===== src/rtl/i2c_rd_collector_pkg.sv =====
// Shared types and sizing for the I2C read-result collector.
package i2c_rd_collector_pkg;

  localparam int unsigned DATA_W      = 8;
  localparam int unsigned DEPTH       = 4;
  localparam int unsigned IDX_W       = 2;
  localparam int unsigned FCNT_W      = 8;
  localparam int unsigned TIMEOUT_CYC = 16;
  localparam int unsigned ENT_W       = DATA_W + IDX_W + 2;

  typedef enum logic [0:0] {
    ST_IDLE  = 1'b0,
    ST_FRAME = 1'b1
  } state_t;

  // FIFO entry layout, MSB first: domain, idx, last, data
  typedef struct packed {
    logic              domain;
    logic [IDX_W-1:0]  idx;
    logic              last;
    logic [DATA_W-1:0] data;
  } entry_t;

endpackage


===== src/rtl/i2c_rd_fifo.sv =====
// Small synchronous FIFO of tagged read bytes; head entry is read straight from storage.
module i2c_rd_fifo
  import i2c_rd_collector_pkg::*;
#(
  parameter int unsigned DEPTH_P = DEPTH
) (
  input  logic   clk,
  input  logic   rst_n,
  input  logic   push,
  input  logic   pop,
  input  entry_t wdata,
  output entry_t rdata_c,
  output logic   full_c,
  output logic   empty_c
);

  localparam int unsigned AW = $clog2(DEPTH_P);

  logic [AW:0] wr_ptr;
  logic [AW:0] rd_ptr;
  entry_t      mem [DEPTH_P];
  logic        do_push;
  logic        do_pop;

  assign empty_c = (wr_ptr == rd_ptr);
  assign full_c  = (wr_ptr[AW] != rd_ptr[AW]) && (wr_ptr[AW-1:0] == rd_ptr[AW-1:0]);
  assign do_pop  = pop && !empty_c;
  // A push into a full FIFO is only taken when the head leaves in the same cycle
  assign do_push = push && (!full_c || do_pop);
  assign rdata_c = mem[rd_ptr[AW-1:0]];

  always_ff @(posedge clk or negedge rst_n) begin
    if (!rst_n) begin
      wr_ptr <= '0;
      rd_ptr <= '0;
      for (int i = 0; i < int'(DEPTH_P); i++) mem[i] <= '0;
    end else begin
      if (do_push) begin
        mem[wr_ptr[AW-1:0]] <= wdata;
        wr_ptr              <= wr_ptr + 1'b1;
      end
      if (do_pop) rd_ptr <= rd_ptr + 1'b1;
    end
  end

endmodule


===== src/rtl/i2c_rd_collector.sv =====
// Tags sequencer read bytes with frame index/domain and buffers them for a valid/ready consumer.
// Optional mid-frame idle timeout enabled by defining I2C_RD_TIMEOUT_EN.
module i2c_rd_collector
  import i2c_rd_collector_pkg::*;
(
  input  logic              clk,
  input  logic              rst_n,
  input  logic [DATA_W-1:0] in_data,
  input  logic              in_valid,
  input  logic              in_done,
  input  logic              in_domain,
  output logic [DATA_W-1:0] out_data,
  output logic [IDX_W-1:0]  out_idx,
  output logic              out_domain,
  output logic              out_last,
  output logic              out_valid,
  input  logic              out_ready,
  output logic [FCNT_W-1:0] frame_cnt,
  output logic              overflow,
  input  logic              clr_ovf,
  output logic              timeout
);

  state_t           state_q;
  state_t           state_d;
  logic [IDX_W-1:0] idx_q;
  logic             fire_c;
  logic             pop_c;
  logic             full_c;
  logic             empty_c;
  entry_t           wdata_c;
  entry_t           head_c;

  assign pop_c   = out_valid && out_ready;
  assign wdata_c = '{domain: in_domain, idx: idx_q, last: in_done, data: in_data};

  i2c_rd_fifo #(.DEPTH_P(DEPTH)) u_fifo (
    .clk     (clk),
    .rst_n   (rst_n),
    .push    (in_valid),
    .pop     (pop_c),
    .wdata   (wdata_c),
    .rdata_c (head_c),
    .full_c  (full_c),
    .empty_c (empty_c)
  );

  assign out_valid  = !empty_c;
  assign out_data   = head_c.data;
  assign out_idx    = head_c.idx;
  assign out_domain = head_c.domain;
  assign out_last   = head_c.last;

`ifdef I2C_RD_TIMEOUT_EN
  localparam int unsigned CNT_W = $clog2(TIMEOUT_CYC + 1);
  logic [CNT_W-1:0] idle_q;

  assign fire_c = (state_q == ST_FRAME) && !in_valid && !in_done &&
                  (idle_q == CNT_W'(TIMEOUT_CYC - 1));

  always_ff @(posedge clk or negedge rst_n) begin
    if (!rst_n)                                          idle_q <= '0;
    else if (state_q != ST_FRAME || in_valid || fire_c) idle_q <= '0;
    else                                                 idle_q <= idle_q + 1'b1;
  end
`else
  assign fire_c = 1'b0;
`endif

  // Frame tracking FSM
  always_comb begin
    state_d = state_q;
    case (state_q)
      ST_IDLE:  if (in_valid && !in_done) state_d = ST_FRAME;
      ST_FRAME: if (in_done || fire_c)    state_d = ST_IDLE;
      default:                            state_d = ST_IDLE;
    endcase
  end

  always_ff @(posedge clk or negedge rst_n) begin
    if (!rst_n) begin
      state_q   <= ST_IDLE;
      idx_q     <= '0;
      frame_cnt <= '0;
      overflow  <= 1'b0;
      timeout   <= 1'b0;
    end else begin
      state_q <= state_d;
      timeout <= fire_c;
      // idx advances even for dropped bytes so later positions stay correct
      if (in_done || fire_c) idx_q <= '0;
      else if (in_valid)     idx_q <= idx_q + 1'b1;
      if (in_done) frame_cnt <= frame_cnt + 1'b1;
      if (in_valid && full_c && !pop_c) overflow <= 1'b1;
      else if (clr_ovf)                 overflow <= 1'b0;
    end
  end

endmodule


===== config.mk =====
export PLATFORM = sky130hd
export DESIGN_NAME = i2c_rd_collector
export DESIGN_NICKNAME = d
export VERILOG_FILES = /design/src/rtl/i2c_rd_collector_pkg.sv /design/src/rtl/i2c_rd_fifo.sv /design/src/rtl/i2c_rd_collector.sv
export SDC_FILE = /design/constraint.sdc
export NUM_CORES = 1
export LEC_CHECK = 0
export ABC_AREA = 0
export CORE_MARGIN = 3
export CORE_UTILIZATION = 55
export CTS_CLUSTER_DIAMETER = 80
export DETAILED_ROUTE_END_ITERATION = 7
export HOLD_SLACK_MARGIN = 0.02
export MAX_ROUTING_LAYER = met4
export PLACE_DENSITY = 0.91
export SETUP_SLACK_MARGIN = 0.4
export SYNTH_ARGS = -nofsm -noshare
export SYNTH_HDL_FRONTEND = slang
export SYNTH_SLANG_ARGS = --single-unit

===== constraint.sdc =====
create_clock -name clk -period 2.63 [get_ports clk]
set_clock_uncertainty 0.15 [all_clocks]
set_input_delay 0.526 -clock clk [delete_from_list [all_inputs] [get_ports clk]]
set_output_delay 0.526 -clock clk [all_outputs]
set_load 0.005 [all_outputs]

Yosys cells after proc, flatten, opt, wreduce, memory -nomap -nowiden
Index checks and enable logic that the tools add are counted.
{ "op_classes": {"n_addsub": 4, "order_cmp": 3, "eq_ne": 3, "muxes": 10, "bitwise_logic": 2, "n_reduce_logical": 13} }
{ "op_table": {"columns": ["cell", "count"], "rows": [
  ["$bwmux 48", 1],
  ["$mux 12", 3],
  ["$bmux 12 s2", 1],
  ["$demux 12 s2", 1],
  ["$add 8x1->8 const B", 1],
  ["$logic_and 1x1->1", 7],
  ["$add 3x1->3 const B", 2],
  ["$ge 3x3->1 const B", 2],
  ["$not 2->3", 2],
  ["$mux 2", 2],
  ["$reduce_bool 2->1", 2],
  ["$eq 3x3->1", 1],
  ["$logic_not 1->1", 3],
  ["$lt 3x1->1 const B", 1],
  ["$add 2x1->2 const B", 1],
  ["$eq 2x2->1", 1],
  ["$mux 1", 2],
  ["$logic_or 1x1->1", 1],
  ["$ne 1x1->1", 1]
]} }
{ "totals": {"reg_bits": 65, "in_bits": 15, "out_inout_bits": 23, "wordCells": 56} }

Logic depth before layout (Yosys ltp)
Gate-level depths: netlist (run 1).
{ "logic_depth": {"ltp_word": 6, "depth_mapped": 6, "ltp_nobuf": 5} }

Cells and area by module
From an unflattened synthesis (run 1), not the netlist that was laid out.
{ "hier_totals": {"hier_cells": 201, "area_unflattened_um2": 3099.2} }
{ "by_module_without_submodules": {"columns": ["mod", "n_inst", "cells_each", "area_each_um2", "seq_area_each_um2"], "rows": [
  ["i2c_rd_fifo", 1, 159, 2601.2, 1351.3],
  ["i2c_rd_collector", 1, 42, 498.0, 275.3]
]} }

Worst setup path before layout (run 1)
OpenSTA, ideal clock, no wires.
{ "synth_path": {"kind": "register to output", "startpoint": "register u_fifo.rd_ptr[0]", "endpoint": "output out_data[2]", "arrival_ns": 1.356, "required_time_ns": 1.954, "slack_ns": 0.598, "stages_incl_launch_ff": 4, "path_buffers": 2, "cell_sequence": "dfrtp_1 > buf_2 > buf_2 > mux4_2"} }
{ "synth_via": {"elab_chain_cells": 4} }
{ "synth_rtl": {"columns": ["element", "line", "rtl"], "rows": [
  ["start, declared", "i2c_rd_fifo.sv:20", "logic [AW:0] rd_ptr;"],
  ["start signal, assigned", "i2c_rd_fifo.sv:42", "if (do_pop) rd_ptr <= rd_ptr + 1'b1;"],
  ["$not 2->3 (not written as such)", "i2c_rd_fifo.sv:30", "assign rdata_c = mem[rd_ptr[AW-1:0]];"],
  ["$bmux 12 s2", "i2c_rd_fifo.sv:30", null],
  ["$mux 12 (not written as such) (2 in a row)", "i2c_rd_fifo.sv:30", null],
  ["end, declared", "i2c_rd_collector.sv:12", "output logic [DATA_W-1:0] out_data,"]
]} }
No other way between the ends. The select of a mux whose other input is x is not followed.

Final worst setup path (run 1)
{ "layout_path": {"startpoint": "register u_fifo.rd_ptr[0]", "endpoint": "output out_idx[0]"} }
{ "layout_via": {"elab_chain_cells": 4} }
{ "layout_rtl": {"columns": ["element", "line", "rtl"], "rows": [
  ["$not 2->3 (not written as such)", "i2c_rd_fifo.sv:30", null],
  ["$bmux 12 s2", "i2c_rd_fifo.sv:30", null],
  ["$mux 12 (not written as such) (2 in a row)", "i2c_rd_fifo.sv:30", null],
  ["end, declared", "i2c_rd_collector.sv:13", "output logic [IDX_W-1:0] out_idx,"]
]} }
No other way between the ends. The select of a mux whose other input is x is not followed.

==> summary.md, run 1 <==
IR analysis of the VDD net gives a maximum drop of 725 uV. The worst setup margin was 0.311 ns; the cell leakage power was 1.72 nW. The worst setup path is launched from a register.

For the worst setup path, the data arrival time is 1.64 ns. The final layout contains 278 nets. Power comes to 5.18 mW. The total area inside the core boundary comes to 5200 sq um.

The Yosys step of the flow raised 0 warnings. Number of rows in the core area: 26. The first global-routing pass estimated 10500 um of wire.

The share of the clock period used by the worst path after layout is 88.2%, and the flip-flop and latch count after synthesis is 65. The total CTS buffers was 9; the width of the chip was 80.3 um. The clock root buffer master is clkbuf_8.

Setup violations remaining at the end of the flow were counted as 0. The number of maximum-capacitance constraint violations is 0. In the routed design, unresolved DRC markers number 0. The signed area change from the synthesized netlist to the final layout was 27.9%.

The critical path is of the register to output port type. The register clock-pin slew on the reported worst setup and hold paths was 0.07 ns; the average routed wire per standard cell was 19.6 um. Yosys mapped a number of flops with a built-in enable equal to 0.

The run gives 3880 sq um as the final design area excluding fillers. The post-synthesis net count is 216, and the highest clock frequency the design can meet is 431 MHz. The worst setup path is captured at an output port.

Once placement completed, the tool counted placed cells totaling 301. Once the floorplan was initialized, standard cells occupied 58.3% of the core. The share of post-route cells with drive strength above 1 is 46.6%, and the maximum clock path buffer count is 2. The maximum fanout count along the critical path was 5. The filler-free cell count of the finished design came out at 332. Timing analysis after detailed placement gives a worst setup slack of 0.141 ns.

The number of H-tree branching levels is 3. Counting distinct cell types in the post-synthesis netlist gives 31. The logs give 65.7% for the max-slew headroom at the worst pin and 3500 sq um for the total placed instance area. The die covers 6440 sq um. The share of flip-flops with an asynchronous set or reset is 100%, and the remaining global-route overflow is 0.

Setup repair after global routing could not meet its margin everywhere. The logs give 0 for the number of antenna violations at the first check in global routing and 23.3% for the total routing resource utilization after global routing. The share of the yosys chip area belonging to registers is 53.6%.

The floorplan die height is 80.3 um, and the weighted congestion at the end of routability-driven global placement is 0.721. Path depth of the worst reg2reg path: 6. Total count of max-transition violations in the final report: 0. For flop-to-flop paths, the worst setup slack is 0.42 ns. The netlist area before placement was 3030 sq um; the actual transition at the worst max-transition pin was 0.510 ns.

CTS saw 65 sinks. The post-layout minimum cycle time is 2.32 ns, and the number of buffers added to fix hold violations after cts is 0. The aggregate routed wire length was 6510 um.

Adding up every negative setup slack in the final design gives 0 ns. For this run, the detailed router's first-pass iteration total came to 4. For the final-report hold violation count, the log shows 0. TritonCTS built the clock tree. The average vias per placed instance is 5.61. The run gives 0 as the antenna cell count.

STA puts the critical path data required time at 1.95 ns. The tools report the launch instance of the worst register-to-register path as u_fifo.rd_ptr[0]. The number of I/O pins is 38, and the final HPWL from detailed placement is 3840 um. The power density normalized to cell area was 1330 nW/um^2. Port buffering added 36 buffers. The tools report the number of global-route vias before repair as 2000.

The cell count after synthesis came out at 195. The worst register-to-register path ends at u_fifo.mem[39]. Dividing the synthesized area by the synthesized cell count gives 15.6 sq um. The number of violations reported at the end of detailed-routing iteration 0 is 171. In the synthesized netlist the dominant register cell turns out to be dfrtp_1. The clock latency reported for the late side of the worst-skew pair came out at 0.34 ns. The number of nets with antenna violations after routing was 0; the largest net degree at the start of global routing was 66. The flow ran to the end, and the final reports show no timing, DRC or antenna violations. Total via count after detailed routing: 1861. The tightest min-delay check is of the primary input to asynchronous set/reset pin type.
[cells by family (layout without fill, tap and decap cells)]
| kind of cell | count (synthesis) | in the layout | share of synthesized area (%) |
|---|---|---|---|
| xor+xnor | 16 | 16 | 5.36 |
| mux | 64 | 64 | 28.4 |
| simple gates | 20 | 20 | 3.09 |
| compound gates | 9 | 9 | 4.00 |
| flops | 65 | 65 | 53.6 |
| buf+inv | 14 | 81 | 2.93 |
| other cells | 1 | 1 | 0.124 |
| fa+ha+maj | 6 | 6 | 2.47 |
[area by class of cell]
type,count,area [sq um]
Fill cell,319,1330
Clock buffer,14,183
Sequential cell,65,1630
Multi-Input combinational cell,116,1380
Tap cell,70,87.6
Timing Repair Buffer,61,578
Clock inverter,2,10.0
Inverter,4,15.0
[how the worst max path moves through the flow]
stage	startpoint	end	slack [ns]	depth (start not counted)
2_1_floorplan	u_fifo.rd_ptr[0]	out_data[2]	0.60	3
3_3_place_gp	out_ready	u_fifo.mem[19]	0.16	4
3_5_place_dp	out_ready	u_fifo.mem[31]	0.14	4
4_1_cts	u_fifo.rd_ptr[0]	out_idx[0]	0.30	4
5_1_grt	u_fifo.rd_ptr[0]	out_idx[0]	0.24	4
6_report	u_fifo.rd_ptr[0]	out_idx[0]	0.31	4
[cells in the final DEF, fill, tap and decap left out, types with 4 or more instances in the layout]
master,count
mux4_2,12
buf_6,9
xor2_1,6
ha_1,6
and2_1,4
inv_1,4
nand2_1,5
buf_4,12
mux2_2,45
xnor2_1,7
nor2_1,5
buf_2,12
buf_12,4
mux2_1,4
clkbuf_8,13
clkdlybuf4s50_1,21
dfrtp_1,63
[critical path: stages, from the launching register on]
cell,delay (ns)
dfrtp_2,0.42
buf_6,0.15
buf_6,0.10
mux4_2,0.48
buf_2,0.14
[layer usage]
metal / GRT usage (%) / vias up / share of wire (%) / routed length [um]
met3: 5.61 / 14 / 3.4 / 224
met2: 36.8 / 48 / 51 / 3320
li1: - / 829 / - / -
met4: 9.46 / 0 / 2.2 / 143
met5: - / - / 0 / 0
met1: 29.0 / 970 / 43 / 2830
[what timing repair did]
item | 4_1_cts | 5_1_grt
gates resized for setup | 66 | 8
endpoints found under the setup margin | 13 | 47
setup buffers | 13 | 1
gates cloned | 0 | 1
pin swaps | 1 | 0
[state kept, by name, indices dropped and copies added, names as in the netlist]
register / flops
frame_cnt: 8
idx_q: 2
u_fifo.mem: 48
u_fifo.wr_ptr: 3
overflow: 1
u_fifo.rd_ptr: 3
[Yosys cell counts (3+ instances only)]
master	number	share of area (%)
and2_1	4	0.82
mux4_2	12	8.9
ha_1	6	2.5
mux2_2	45	17
nor2_1	6	0.74
buf_6	4	1.5
dfrtp_1	65	54
inv_1	4	0.49
xor2_1	6	1.7
o41ai_2	3	1.6
mux2_1	4	1.5
nand2_1	5	0.62
xnor2_1	7	2.0
[through the flow]
step                hold slack [ns]  util (%)
CTS                          0.0432      73.6
floorplan                    0.0804         -
global route                 0.0480      74.5
global placement              0.306      67.3
finish                       0.0325      74.5
detailed placement            0.313      67.3
[report_power, final]
| group | switching (mW) | leakage [nW] | internal, mW |
|---|---|---|---|
| clock network | 0.371 | 0.102 | 0.443 |
| logic | 0.988 | 0.828 | 1.49 |
| registers | 0.398 | 0.788 | 1.49 |
| total | 1.76 | 1.72 | 3.42 |
Power figures use the tool's default switching activity.
==> inputs of run 2 (changes only) <==
--- a/config.mk
+++ b/config.mk
@@ -6,13 +6,14 @@
 export NUM_CORES = 1
 export LEC_CHECK = 0
 export ABC_AREA = 0
-export CORE_MARGIN = 3
+export CORE_MARGIN = 2
 export CORE_UTILIZATION = 55
 export CTS_CLUSTER_DIAMETER = 80
 export DETAILED_ROUTE_END_ITERATION = 7
 export HOLD_SLACK_MARGIN = 0.02
 export MAX_ROUTING_LAYER = met4
 export PLACE_DENSITY = 0.91
+export REMOVE_ABC_BUFFERS = 1
 export SETUP_SLACK_MARGIN = 0.4
 export SYNTH_ARGS = -nofsm -noshare
 export SYNTH_HDL_FRONTEND = slang
==> summary.md, run 2 (same netlist as run 1, synthesis figures left out) <==
The run finished with clean final reports. The total setup violations reported at the end of the flow was 0 (unchanged); the worst ir drop on vdd was 690 uV (-4.8%). Area of the core region: 5410 sq um (+3.8%).

Antenna cell count: 0 (unchanged). The required time of the critical path is 1.95 ns (about the same). The run gives 73.0% (-1.5 points) as the utilization of the core after routing. The leading cell type in the layout, fill and taps excluded is dfrtp_1. The signal on the critical path passes through clkbuf_16 > buf_6 > mux4_2 > buf_2. Worst stage delay on the critical path: 0.49 ns (about the same).

The worst setup path is of the register to output port kind. The path depth of the worst reg2reg path is 7 (+1), and the total DRC errors in the routed layout is 0 (unchanged). In the layout the commonest cells are dfrtp_1, mux2_2, clkdlybuf4s50_1. Relative to the synthesized area, the layout overhead comes to 30.1%. The tools report the clock root buffer master as clkbuf_8. The weighted congestion at the end of routability-driven global placement is 0.741 (+2.6%). Setup repair after global routing could not meet its margin everywhere. Met3 track demand over resource: 3.33% (-2.3 points). Register with the highest flop count: u_fifo.mem. The total count of max-transition violations in the final report was 0 (unchanged); the post-layout minimum cycle time was 2.36 ns (+0.0375 ns). The number of rows in the core area is 27 (+3.8%), and the met1 routing resource usage after global routing is 29.7% (+0.61 points). Cell family contributing the most delay on the critical path: multiplexers. The register clock-pin slew on the reported worst setup and hold paths works out to 0.06 ns (about the same).

The maximum fanout count along the critical path was 4 (-1). The logs give 0 (unchanged) for the number of antenna violations at the first check in global routing and 6130 sq um (-4.9%) for the floorplan die area. The width of the chip works out to 78.3 um (-2.5%). The logs give 0 (unchanged) for the final-report hold violation count and 1.79 nW (+4.3%) for the cell leakage power. The share of post-route cells with drive strength above 1 came out at 46.8% (+0.20 points). TritonCTS built the clock tree. For the number of global-route vias before repair, the log shows 1827 (-8.6%). The average vias per placed instance is 5.56 (-0.90%). The tools report the number of nets with antenna violations after routing as 0 (unchanged).

The number of buffers and inverters on the critical path was 3 (unchanged); the arrival time reported for the critical path endpoint was 1.68 ns (+0.04 ns). For the final HPWL from detailed placement, the log shows 3810 um (-0.80%). The actual transition at the worst max-transition pin is 0.633 ns (+0.124 ns), and the number of buffers inserted by port buffering is 36 (unchanged).

The power density normalized to cell area came out at 1330 nW/um^2 (-0.39%). The element type at the critical path start is a register. The tools report the total CTS buffers as 9 (unchanged). The aggregate routed wire length came out at 6320 um (-2.9%).

In this run the worst hold path is classified as primary input to asynchronous set/reset pin. The wire length of the first global-routing pass was 9600 um (-8.9%). The run gives 335 (+0.90%) as the filler-free cell count of the finished design. The worst register-to-register path begins at u_fifo.rd_ptr[0]. The slack of the worst reg-to-reg path came out at 0.31 ns (-0.11 ns). The global routing stage identified its most utilized layer as met2. Maximum clock path buffer count: 2 (unchanged). The logs give 0 (unchanged) for the number of maximum-capacitance constraint violations and 3 (unchanged) for the number of H-tree branching levels. The logs give 0 (unchanged) for the remaining global-route overflow and 1861 (unchanged) for the total via count after detailed routing. The clock latency reported for the late side of the worst-skew pair was 0.33 ns (about the same); the floorplan die height was 78.3 um (-2.5%).

The final design area excluding fillers is 3950 sq um (+1.7%). The share of the clock period used by the worst path after layout was 89.6% (+1.4 points). For the total clock sinks, the log shows 65 (unchanged).

The flip-flop count of the largest register after layout works out to 48 (unchanged). Total placed instance area: 3520 sq um (+0.36%). The number of detailed-route iterations in the first pass was 4 (unchanged); the number of I/O pins was 38 (unchanged). The logs give 57.8% (-8.0 points) for the max-slew headroom at the worst pin and 21.3% (-1.9 points) for the total routing resource utilization after global routing. The tools report the worst setup margin as 0.274 ns (-0.0375 ns). The slowest stage of the critical path belongs to the cell mux4_2. The filler cell count in the final layout came out at 327 (+2.5%). In this run the critical register-to-register path is captured at u_fifo.mem[28]. The met2 routing resource usage after global routing is 31.9% (-4.9 points). For the total instance count after detailed placement, the log shows 306 (+1.7%). The largest registers in the layout are u_fifo.mem (48), frame_cnt (8).

STA classifies the critical path endpoint as an output port. For the starting density of the core, the log shows 56.1% (-2.2 points). Average routed wire per standard cell: 18.9 um (-3.8%). The post-place setup slack is 0.109 ns (-0.0326 ns), and the largest net degree at the start of global routing is 28 (-58%). The number of nets in the layout came out at 280 (+0.72%). Number of violations reported at the end of detailed-routing iteration 0: 87 (-49%). The tools report the highest clock frequency the design can meet as 424 MHz (-1.6%).
## run 2: cell types whose count changed in the layout (fill, tap and decap cells not counted), sizes merged
cell | previous run | this run
buf | 38 | 39
bufinv | 0 | 1
clkbuf | 14 | 13
clkdlybuf4s50 | 21 | 22
clkinv | 2 | 3
dlygate4sd2 | 1 | 0
dlymetal6s2s | 1 | 0
## run 2: what timing repair did
action                                  4_1_cts  5_1_grt
gates resized for setup                      66       30
cloned                                        1        1
pin swaps                                     2        2
endpoints found under the setup margin       13       44
setup buffers                                10        2
hold buffers                                  0        0
## run 2: worst max path at each step
| stage | from | end | slack, ns | cells past startpoint |
|---|---|---|---|---|
| floorplan | u_fifo.rd_ptr[0] | u_fifo.mem[13] | -0.1 | 3 |
| global placement | out_ready | u_fifo.mem[26] | 0.12 | 4 |
| detailed placement | out_ready | u_fifo.mem[26] | 0.11 | 4 |
| CTS | u_fifo.rd_ptr[0] | out_data[6] | 0.26 | 4 |
| global route | u_fifo.rd_ptr[0] | out_data[5] | 0.22 | 4 |
| finish | u_fifo.rd_ptr[0] | out_data[7] | 0.27 | 4 |
## run 2: final cells by class
cell class / count / area [sq um] / share of cell area [%]
Clock buffer: 11 / 131 / 3.33
Timing Repair Buffer: 63 / 599 / 15.2
Sequential cell: 65 / 1630 / 41.2
Inverter: 4 / 15.0 / 0.380
Tap cell: 72 / 90.1 / 2.28
Clock inverter: 4 / 45.0 / 1.14
Multi-Input combinational cell: 116 / 1440 / 36.4
## run 2: power by group
part           switching, mW  leakage, nW  internal, mW
clock network          0.358       0.0929         0.428
logic                  0.984        0.911          1.59
registers              0.396        0.789          1.49
## run 2: layer usage
layer  part of all wire (%)  wire [um]  up-vias
met5                      0          0        -
li1                       -          -      836
met3                    2.4        149        6
met1                     46       2880      982
met2                     51       3240       37
met4                   0.89         56        0
## run 2: through the flow
stage / TNS [ns] / total power, mW / hold WS, ns
5_1_grt: 0 / 5.55 / 0.0994
3_3_place_gp: 0 / 3.94 / 0.306
2_1_floorplan: -2.72 / 3.08 / 0.0804
6_report: 0 / 5.25 / 0.0629
3_5_place_dp: 0 / 4.03 / 0.308
4_1_cts: 0 / 5.00 / 0.0695
